### config.mk
export PLATFORM = sky130hd
export DESIGN_NAME = pipe_buf_stage
export DESIGN_NICKNAME = d
export VERILOG_FILES = /design/src/rtl/pipe_buf_stage_pkg.sv /design/src/rtl/pipe_buf_ptr.sv /design/src/rtl/pipe_buf_stage.sv
export SDC_FILE = /design/constraint.sdc
export NUM_CORES = 1
export LEC_CHECK = 0
export BUFFER_PORTS_ARGS = -buffer_cell sky130_fd_sc_hd__buf_2
export CAP_MARGIN = 20
export CORE_UTILIZATION = 50
export CTS_BUF_LIST = sky130_fd_sc_hd__clkbuf_16
export CTS_CLUSTER_SIZE = 40
export DETAILED_ROUTE_END_ITERATION = 16
export HOLD_SLACK_MARGIN = 0.15
export PLACE_DENSITY = 0.87
export SKIP_CTS_REPAIR_TIMING = 1
export SLEW_MARGIN = 5
export SYNTH_ARGS = -nofsm -noshare
export SYNTH_HDL_FRONTEND = slang
export SYNTH_HIERARCHICAL = 1
export SYNTH_SLANG_ARGS = --single-unit
### constraint.sdc
create_clock -name clk -period 2.05 [get_ports clk]
set_input_delay 0.41 -clock clk [delete_from_list [all_inputs] [get_ports clk]]
set_output_delay 0.41 -clock clk [all_outputs]
set_load 0.1 [all_outputs]
### src/rtl/pipe_buf_stage_pkg.sv
// Shared widths and helpers for the elastic pipeline stage buffer.
// Default payload is {pc, instruction} for the IF->ID boundary.
package pipe_buf_stage_pkg;

  localparam int BUS_WIDTH  = 32;
  localparam int DATA_WIDTH = 32;
  localparam int PAYLOAD_W_DEF = BUS_WIDTH + DATA_WIDTH;

  // Pointer width; a single-entry buffer still needs a 1-bit pointer.
  function automatic int ptr_w(input int depth);
    return (depth > 1) ? $clog2(depth) : 1;
  endfunction

endpackage

### src/rtl/pipe_buf_ptr.sv
// Wrap-around buffer pointer with increment enable and synchronous clear.
// Wraps from DEPTH-1 to 0, so DEPTH need not be a power of two.
module pipe_buf_ptr #(
  parameter int DEPTH = 2,
  parameter int PTR_W = 1
) (
  input  logic             clk,
  input  logic             rst_n,
  input  logic             clr,
  input  logic             inc,
  output logic [PTR_W-1:0] ptr
);

  localparam logic [PTR_W-1:0] LAST = PTR_W'(DEPTH - 1);

  always_ff @(posedge clk or negedge rst_n) begin
    if (!rst_n) begin
      ptr <= '0;
    end else if (clr) begin
      ptr <= '0;
    end else if (inc) begin
      ptr <= (ptr == LAST) ? '0 : ptr + PTR_W'(1);
    end
  end

endmodule

### src/rtl/pipe_buf_stage.sv
// Pipeline stage register with a DEPTH-entry elastic buffer.
// DEPTH=1, REG_ALLOW_IN=0 behaves as a single stage register.
module pipe_buf_stage
  import pipe_buf_stage_pkg::*;
#(
  parameter int PAYLOAD_W    = PAYLOAD_W_DEF,
  parameter int DEPTH        = 2,
  parameter int REG_ALLOW_IN = 0,
  localparam int CNT_W = $clog2(DEPTH + 1),
  localparam int PTR_W = ptr_w(DEPTH)
) (
  input  logic                 clk,
  input  logic                 rst_n,
  input  logic                 flush,
  input  logic                 hold,
  input  logic                 valid_pre,
  input  logic                 ready_go_pre,
  input  logic [PAYLOAD_W-1:0] data_in,
  output logic                 allow_in_out,
  output logic                 valid_out,
  output logic                 ready_go_out,
  output logic [PAYLOAD_W-1:0] data_out,
  input  logic                 allow_in_next,
  output logic [CNT_W-1:0]     count,
  output logic                 full,
  output logic                 empty
);

  logic [PAYLOAD_W-1:0] mem [DEPTH];
  logic [PTR_W-1:0]     rd_ptr;
  logic [PTR_W-1:0]     wr_ptr;
  logic                 push;
  logic                 pop;

  assign empty        = (count == '0);
  assign full         = (count == CNT_W'(DEPTH));
  assign valid_out    = ~empty;
  assign ready_go_out = ~hold;
  assign data_out     = mem[rd_ptr];

  // Registered variant drops the allow_in_next -> allow_in_out path.
  generate
    if (REG_ALLOW_IN != 0) begin : g_reg_ai
      assign allow_in_out = ~full;
    end else begin : g_comb_ai
      assign allow_in_out = ~full | pop;
    end
  endgenerate

  assign push = valid_pre & ready_go_pre & ~flush & allow_in_out;
  assign pop  = valid_out & ready_go_out & allow_in_next;

  always_ff @(posedge clk or negedge rst_n) begin
    if (!rst_n) begin
      count <= '0;
    end else if (flush) begin
      count <= '0;
    end else if (push & ~pop) begin
      count <= count + CNT_W'(1);
    end else if (pop & ~push) begin
      count <= count - CNT_W'(1);
    end
  end

  // When full, wr_ptr equals rd_ptr: a push with pop reuses the freed slot.
  always_ff @(posedge clk or negedge rst_n) begin
    if (!rst_n) begin
      for (int i = 0; i < DEPTH; i++) mem[i] <= '0;
    end else if (push) begin
      mem[wr_ptr] <= data_in;
    end
  end

  pipe_buf_ptr #(
    .DEPTH (DEPTH),
    .PTR_W (PTR_W)
  ) u_rd_ptr (
    .clk   (clk),
    .rst_n (rst_n),
    .clr   (flush),
    .inc   (pop),
    .ptr   (rd_ptr)
  );

  pipe_buf_ptr #(
    .DEPTH (DEPTH),
    .PTR_W (PTR_W)
  ) u_wr_ptr (
    .clk   (clk),
    .rst_n (rst_n),
    .clr   (flush),
    .inc   (push),
    .ptr   (wr_ptr)
  );

endmodule

==> results_dict.tcl, run 1 <==
set metrics [dict create \
    synth-compound-area-share 0.0123 \
    critical_path_peak_fanout 15 \
    boundaryPins 142 \
    syn_area_um2 5790 \
    vias 3637 \
    switching_share 0.401 \
    gp_congestion 0.791 \
    dp.cells 641 \
    diodes 0 \
    grt_pass1_wl_um 18800 \
    hold_start "data_in[52]" \
    dpl.hpwl_um 7820 \
    hold_violations 0 \
    synthSimpleGateAreaFrac 0.0128 \
    core_um2 11100 \
    start_util 0.522 \
    clock_skew_ns 0.00576 \
    hold_ws_ns 0.223 \
    yosys.area.top_type "dfrtp_1" \
    layout_commonest_cell "mux2_2" \
    p_sw_mw 4.20 \
    fmax_mhz 481 \
    drive_gt1_frac 0.641 \
    grt_pass1_vias 3909 \
    clk_pin_slew_ns 0.06 \
    grt_antenna_before_repair 0 \
    crit_arrival_ns 1.67 \
    postSynth.asyncResetShare 1.00 \
    placed_cell_area_um2 6760 \
    syn2layout_area_growth_pct 35.8 \
    r2r_start "count[1]$_DFFE_PN0P_" \
    synth_fa_ha_area_frac 0 \
    cts-htree-levels 4 \
    grt_use_total 0.212 \
    power_density_nw_per_um2 1330 \
    hold_path.class "input port to flip-flop" \
    fin_nets 596 \
    ctsRootBufferMaster "clkbuf_16" \
    final.period_utilization 1.01 \
    endpoint_kind "primary output" \
    rsz0062_at_grt "true" \
    firstDrtPassIters 4 \
    ys.flop_type "dfrtp_1" \
    cts_made_buffers 17 \
    maxCapViolCount 0 \
    synth_mux_area_frac 0.374 \
    grt_max_degree 71 \
    die_y_um 110 \
    reg2reg_slack_ns 0.25 \
    pwr-share-comb 0.392 \
    ys_types 23 \
    final_area_um2 7860 \
    drt_wl_total_um 12500 \
    avgRoutedWirePerCell_um 18.5 \
    crit_type "flip-flop to primary output" \
    p_leak_nw 3.67 \
    pwr-share-seq 0.332 \
    synth_top_cell_area_share 0.571 \
    synth_cells 372 \
    worst_pin_slew_ns 0.485 \
    cts_tree "done" \
    min_path_cells 2 \
    ir_drop_mv 0.932 \
    fin_crit_ns 2.08 \
    drcViolationCount 0 \
    avgSynthCellArea_um2 15.6 \
    pwr-share-clk 0.275 \
    final_cell_mix "138 x mux2_2, 129 x dfrtp_1, 73 x buf_2" \
    synth_top_family_by_area "multiplexers" \
    rr_worst_depth 4 \
    final_util 0.710 \
    clkSinkCount 132 \
    ys_warn_count 6 \
    clk_latency_ns 0.41 \
    synth-xor-area-share 0.00454 \
    finalSetupTns_ns -0.360 \
    synth_edf_count 0 \
    antenna_left 0 \
    violations "negative setup slack" \
    internal_power_mw 6.27 \
    worst_slack_ns -0.0286 \
    drt_iter0_drc 121 \
    vias_per_cell 5.36 \
    num_rows 38 \
    yosys_register_bits 132 \
    finalNonFillerCells 678 \
    grt-ovfl-total 0 \
    die_w_um 110 \
    die_area_um2 12000 \
    cts_buffer_depth 2 \
    synth-seq-area-share 0.571 \
    rr_endpoint "mem[86]$_DFFE_PN0P_" \
    io_buffer_count 141 \
    cp.required_ns 1.64 \
    holdPathEnd "mem[116]$_DFFE_PN0P_" \
    status "finished, violations left" \
    relSlewSlack 0.679 \
    synth.area.top_cells "dfrtp_1 57%, mux2_2 27%, mux2_1 10%, buf_6 1.2%, buf_2 0.78%" \
    worstSetupStartpointType "flip-flop" \
    syn_nets 443 \
    slew_violations 0 \
    setup_viol 19 \
]
## critical path, stage by stage, from the launching register on
cell       delay, ns
dfrtp_2         0.40
buf_4           0.14
clkbuf_16       0.18
mux2_2          0.35
buf_6           0.19
## worst max-delay path by stage
stage / to / cells after the start / from
finish: data_out[63] / 4 / u_rd_ptr/ptr$_DFFE_PN0P_
CTS: data_out[1] / 3 / u_rd_ptr/ptr$_DFFE_PN0P_
floorplan: mem[102]$_DFFE_PN0P_ / 5 / count[1]$_DFFE_PN0P_
detailed placement: mem[86]$_DFFE_PN0P_ / 5 / flush
global placement: mem[98]$_DFFE_PN0P_ / 5 / flush
global route: data_out[40] / 4 / u_rd_ptr/ptr$_DFFE_PN0P_
## synth_stat cells (2+ instances only)
master    instances
a211oi_1          2
a21oi_1           2
and3b_1           2
buf_2             9
buf_6             6
clkbuf_1          7
dfrtp_1         132
inv_1             3
mux2_1           53
mux2_2          139
nor2_1            3
xnor2_1           3
## through the flow
| stage | setup WS, ns | power [mW] |
|---|---|---|
| after floorplan | -0.0926 | 6.53 |
| after global placement | 0.127 | 6.98 |
| after detailed placement | 0.0721 | 7.12 |
| after CTS | -0.302 | 10.0 |
| after global routing | -0.0889 | 10.9 |
| final | -0.0286 | 10.5 |
## registers in the layout, summed over array words and instances, names as in the netlist
signal	count
mem	128
count	2
u_rd_ptr/ptr	1
u_wr_ptr/ptr	1
## per-layer routing
layer	part of all wire	vias up	GRT usage
met1	0.38	1865	0.228
met5	0	-	0
met3	0.045	24	0.0658
li1	-	1650	-
met2	0.55	98	0.386
met4	0.021	0	0.0838
## logic make-up after synthesis
family	after synthesis
AOI/OAI and AO/OA	8
buffers and inverters	25
DFF	132
and+or+nand+nor	12
muxes	192
xor gates and xnor gates	3
## final cells by class
type	count	area, µm²
Clock buffer	17	425
Clock inverter	15	141
Fill cell	719	3220
Inverter	3	15.0
Multi-Input combinational cell	215	2390
Sequential cell	132	3310
Tap cell	140	175
Timing Repair Buffer	156	1400
## power groups by stage
| stage | registers [mW] | clock network, mW | logic (mW) |
|---|---|---|---|
| finish | 3.48 | 2.88 | 4.11 |
| global route | 3.56 | 3.05 | 4.24 |
| CTS | 3.47 | 2.94 | 3.63 |
| detailed placement | 3.51 | 0 | 3.61 |
| global placement | 3.44 | 0 | 3.54 |
| floorplan | 3.41 | 0 | 3.13 |
Note: power is estimated with default switching activity, not from simulation.
==> run 2: changes to the inputs <==
- GPL_TIMING_DRIVEN: unset -> 0
==> run 2 against run 1 <==
Compared with the run above: the flow still finishes with violations (negative setup slack); worst setup slack got worse by 0.083 ns; clock skew increased by 0.00090 ns; sequential cell count unchanged.
==> results_dict.tcl, run 2 (same netlist as run 1, synthesis figures left out) <==
set metrics [dict create \
    status "finished, violations left" \
    violations "negative setup slack" \
    final_util 0.713 \
    grt_antenna_before_repair 1 \
    fin_crit_ns 2.16 \
    drive_gt1_frac 0.637 \
    die_area_um2 12000 \
    critical_path_peak_fanout 5 \
    hold_violations 0 \
    grt_use_total 0.214 \
    worst_pin_slew_ns 0.585 \
    holdPathEnd "mem[73]$_DFFE_PN0P_" \
    met3_usage 0.0605 \
    ctsRootBufferMaster "clkbuf_16" \
    p_leak_nw 3.69 \
    met1_usage 0.241 \
    die_w_um 110 \
    fmax_mhz 463 \
    final_area_um2 7900 \
    crit_arrival_ns 1.75 \
    fin_nets 611 \
    worst_slack_ns -0.111 \
    power_density_nw_per_um2 1330 \
    placed_cell_area_um2 6780 \
    reg2reg_slack_ns 0.09 \
    rsz0062_at_grt "true" \
    start_util 0.522 \
    core_um2 11100 \
    antenna_left 0 \
    min_path_cells 2 \
    clkSinkCount 132 \
    cts_buffer_depth 2 \
    final_cell_mix "138 x mux2_2, 129 x dfrtp_1, 81 x buf_2" \
    vias 3680 \
    firstDrtPassIters 3 \
    grt_max_degree 71 \
    finalSetupTns_ns -2.46 \
    reg_top3 "mem: 128 flops, count: 2 flops" \
    num_rows 38 \
    syn2layout_area_growth_pct 36.5 \
    crit_type "flip-flop to primary output" \
    largest_reg_flops 128 \
    place_ws_ns -0.553 \
    endpoint_kind "primary output" \
    hold_ws_ns 0.229 \
    drcViolationCount 0 \
    r2r_start "count[0]$_DFFE_PN0P_" \
    ir_drop_mv 0.776 \
    worstSetupStartpointType "flip-flop" \
    rr_worst_depth 6 \
    drt_wl_total_um 12900 \
    vias_per_cell 5.30 \
    maxCapViolCount 0 \
    io_buffer_count 141 \
    boundaryPins 142 \
    setup_viol 61 \
    avgRoutedWirePerCell_um 18.6 \
    cts_tree "done" \
    grt-ovfl-total 0 \
    die_y_um 110 \
    slew_violations 0 \
    clk_latency_ns 0.41 \
    dpl.hpwl_um 8260 \
    drt_iter0_drc 137 \
    clock_skew_ns 0.00667 \
    top_register "mem" \
    layout_commonest_cell "mux2_2" \
    use_met2 0.370 \
    cts_made_buffers 17 \
    relSlewSlack 0.610 \
    cts-htree-levels 4 \
    clk_pin_slew_ns 0.06 \
    hold_path.class "input port to flip-flop" \
    cp.required_ns 1.64 \
    rr_endpoint "mem[59]$_DFFE_PN0P_" \
    grt_pass1_vias 3894 \
    gp_congestion 0.741 \
    hold_start "data_in[9]" \
    final.period_utilization 1.05 \
    busiest_layer "met2" \
    grt_pass1_wl_um 18900 \
]
==> run 2: cell types whose count changed in the layout (fill, tap and decap cells not counted), moves of 3 or more <==
cell / delta
buf_12: -5
buf_6: +10
clkinv_1: +5
clkinv_2: -6
buf_4: +4
buf_8: -3
buf_2: +8
clkinv_4: -4
==> run 2: layout make-up <==
cell class / count / area (µm²)
timing repair buffer: 150 / 1230
multi-input combinational: 215 / 2390
clock buffer: 17 / 425
clock inverter: 15 / 148
sequential: 132 / 3310
tap: 140 / 175
buffer: 21 / 199
fill: 736 / 3180
antenna: 1 / 2.50
inverter: 3 / 15.0
==> run 2: worst max-delay path: stages, from the launching register on <==
cell and delay, ns:
dfrtp_4 0.49, buf_8 0.15, buf_6 0.12, buf_6 0.10, mux2_4 0.30, buf_12 0.17
==> run 2: worst max-delay path by stage <==
stage,startpoint,to,cells after the start
floorplan,count[1]$_DFFE_PN0P_,mem[102]$_DFFE_PN0P_,5
global placement,rst_n,count[1]$_DFFE_PN0P_,1
detailed placement,u_rd_ptr/ptr$_DFFE_PN0P_,data_out[1],4
CTS,u_rd_ptr/ptr$_DFFE_PN0P_,data_out[1],4
global route,u_rd_ptr/ptr$_DFFE_PN0P_,data_out[57],5
finish,u_rd_ptr/ptr$_DFFE_PN0P_,data_out[57],5
==> run 2: layer usage <==
| metal | routed length, µm | vias to the layer above |
|---|---|---|
| li1 | - | 1673 |
| met1 | 4950 | 1897 |
| met2 | 7210 | 92 |
| met3 | 527 | 18 |
| met4 | 227 | 0 |
| met5 | 0 | - |
==> run 2: power breakdown <==
group	internal (mW)	leakage (nW)	total, mW	switching [mW]
Combinational	1.28	1.78	4.07	2.80
Clock	1.87	0.276	2.93	1.06
Sequential	3.19	1.63	3.48	0.294
==> run 2: metrics by stage <==
step           power (mW)  std cells
5_1_grt              10.9        694
2_1_floorplan        6.53        372
3_3_place_gp         6.98        653
6_report             10.5        694
3_5_place_dp         7.11        654
4_1_cts              10.1        686
==> run 3: changes to the inputs <==
- SKIP_LAST_GASP: unset -> 1
- TNS_END_PERCENT: unset -> 10
==> run 3 against run 2 <==
Compared with the run above: the flow still finishes with violations (negative setup slack); maximum frequency decreased by 4.2%; worst setup slack got worse by 0.094 ns; final cell count decreased by 0.43%; total power decreased by 5.1%; sequential power about the same; worst hold slack got worse by 0.0055 ns; clock skew decreased by 0.00072 ns; clock power decreased by 1%; combinational power decreased by 11%; sequential cell count unchanged; largest cell class unchanged; via count decreased by 1.3%.
==> results_dict.tcl, run 3 (same netlist as run 1, synthesis figures left out) <==
set metrics [dict create \
    status "finished, violations left" \
    violations "negative setup slack" \
    drt_iter0_drc 149 \
    cts_tree "done" \
    diodes 0 \
    grt_max_degree 69 \
    cp.required_ns 1.64 \
    core_um2 11100 \
    finalSetupTns_ns -10.57 \
    grt-ovfl-total 0 \
    ctsRootBufferMaster "clkbuf_16" \
    vias_per_cell 5.26 \
    cts-htree-levels 4 \
    die_y_um 110 \
    reg_top3 "mem: 128 flops, count: 2 flops" \
    grt_use_total 0.210 \
    die_w_um 110 \
    power_density_nw_per_um2 1340 \
    fmax_mhz 443 \
    relSlewSlack 0.599 \
    die_area_um2 12000 \
    dpl.hpwl_um 8070 \
    crit_arrival_ns 1.85 \
    grt_pass1_vias 3835 \
    gp_congestion 0.729 \
    clock_skew_ns 0.00595 \
    clk_pin_slew_ns 0.06 \
    final_cell_mix "139 x mux2_2, 134 x buf_2, 129 x dfrtp_1" \
    place_ws_ns -0.528 \
    hold_path.class "input port to flip-flop" \
    fin_nets 609 \
    hold_start "data_in[24]" \
    top_register "mem" \
    syn2layout_area_growth_pct 28.2 \
    fin_crit_ns 2.26 \
    layout_commonest_cell "mux2_2" \
    firstDrtPassIters 4 \
    clkSinkCount 132 \
    drcViolationCount 0 \
    ir_drop_mv 0.914 \
    cts_buffer_depth 2 \
    rsz0062_at_grt "true" \
    avgRoutedWirePerCell_um 17.1 \
    p_leak_nw 3.51 \
    hold_violations 0 \
    vias 3633 \
    largest_reg_flops 128 \
    critical_path_peak_fanout 7 \
    io_buffer_count 141 \
    crit_type "flip-flop to primary output" \
    worst_pin_slew_ns 0.602 \
    rr_worst_depth 6 \
    seq_area_um2 3310 \
    n_fill_cell 798 \
    setup_viol 66 \
    drive_gt1_frac 0.628 \
    final.period_utilization 1.10 \
    reg2reg_slack_ns 0.06 \
    boundaryPins 142 \
    antenna_left 0 \
    worstSetupStartpointType "flip-flop" \
    maxCapViolCount 0 \
    multi_input_area_um2 2350 \
    start_util 0.522 \
    clk_latency_ns 0.41 \
    grt_antenna_before_repair 0 \
    cts_made_buffers 17 \
    min_path_cells 2 \
    grt_pass1_wl_um 18600 \
    endpoint_kind "primary output" \
    drt_wl_total_um 11800 \
    worst_slack_ns -0.205 \
    slew_violations 0 \
    num_rows 38 \
    r2r_start "count[0]$_DFFE_PN0P_" \
    holdPathEnd "mem[88]$_DFFE_PN0P_" \
    rr_endpoint "mem[24]$_DFFE_PN0P_" \
]
run 3: cell count changes in the layout (fill, tap and decap cells not counted), moves of 10 or more:
| cell | before | now |
|---|---|---|
| buf_6 | 68 | 7 |
| buf_2 | 81 | 134 |
| mux2_1 | 43 | 53 |
| mux2_4 | 11 | 0 |
| clkbuf_4 | 3 | 20 |
run 3: area by class of cell:
class | count | area share
Buffer | 21 | 0.0233
Clock buffer | 17 | 0.0573
Clock inverter | 15 | 0.0187
Inverter | 3 | 0.00202
Multi-Input combinational cell | 215 | 0.316
Sequential cell | 132 | 0.446
Tap cell | 140 | 0.0236
Timing Repair Buffer | 148 | 0.112
run 3: routing by layer:
| layer | vias up | track usage | part of all wire |
|---|---|---|---|
| met5 | - | 0 | 0 |
| met4 | 0 | 0.0848 | 0.014 |
| met3 | 14 | 0.0694 | 0.056 |
| met2 | 97 | 0.359 | 0.51 |
| met1 | 1844 | 0.242 | 0.42 |
| li1 | 1678 | - | - |
run 3: power by group:
| group | internal (mW) | total (mW) | switching (mW) | leakage [nW] |
|---|---|---|---|---|
| logic | 0.907 | 3.61 | 2.70 | 1.61 |
| registers | 3.19 | 3.46 | 0.275 | 1.63 |
| clock network | 1.77 | 2.89 | 1.11 | 0.276 |
run 3: worst max path at each step:
stage	cells after the start	from	slack (ns)	endpoint
2_1_floorplan	5	count[1]$_DFFE_PN0P_	-0.09	mem[102]$_DFFE_PN0P_
3_3_place_gp	1	rst_n	-1.36	count[0]$_DFFE_PN0P_
3_5_place_dp	4	u_rd_ptr/ptr$_DFFE_PN0P_	-0.53	data_out[3]
4_1_cts	4	u_rd_ptr/ptr$_DFFE_PN0P_	-0.98	data_out[3]
5_1_grt	4	u_rd_ptr/ptr$_DFFE_PN0P_	-0.28	data_out[59]
6_report	4	u_rd_ptr/ptr$_DFFE_PN0P_	-0.21	data_out[59]
run 3: worst max-delay path, cell delays in order, from the launching register on:
cell	delay (ns)
dfrtp_2	0.49
buf_2	0.20
buf_4	0.14
mux2_2	0.20
buf_2	0.41
run 3: through the flow:
step / power (mW) / cell area [µm²] / hold WS (ns) / util / std cells
after floorplan: 6.49 / 5830 / 0.114 / - / 372
after global placement: 6.93 / 6710 / 0.463 / 0.605 / 653
after detailed placement: 7.07 / 6740 / 0.440 / 0.608 / 654
after CTS: 9.99 / 7300 / -0.00673 / 0.659 / 686
after global routing: 10.3 / 7420 / 0.211 / 0.670 / 691
final: 9.95 / 7420 / 0.224 / 0.670 / 691
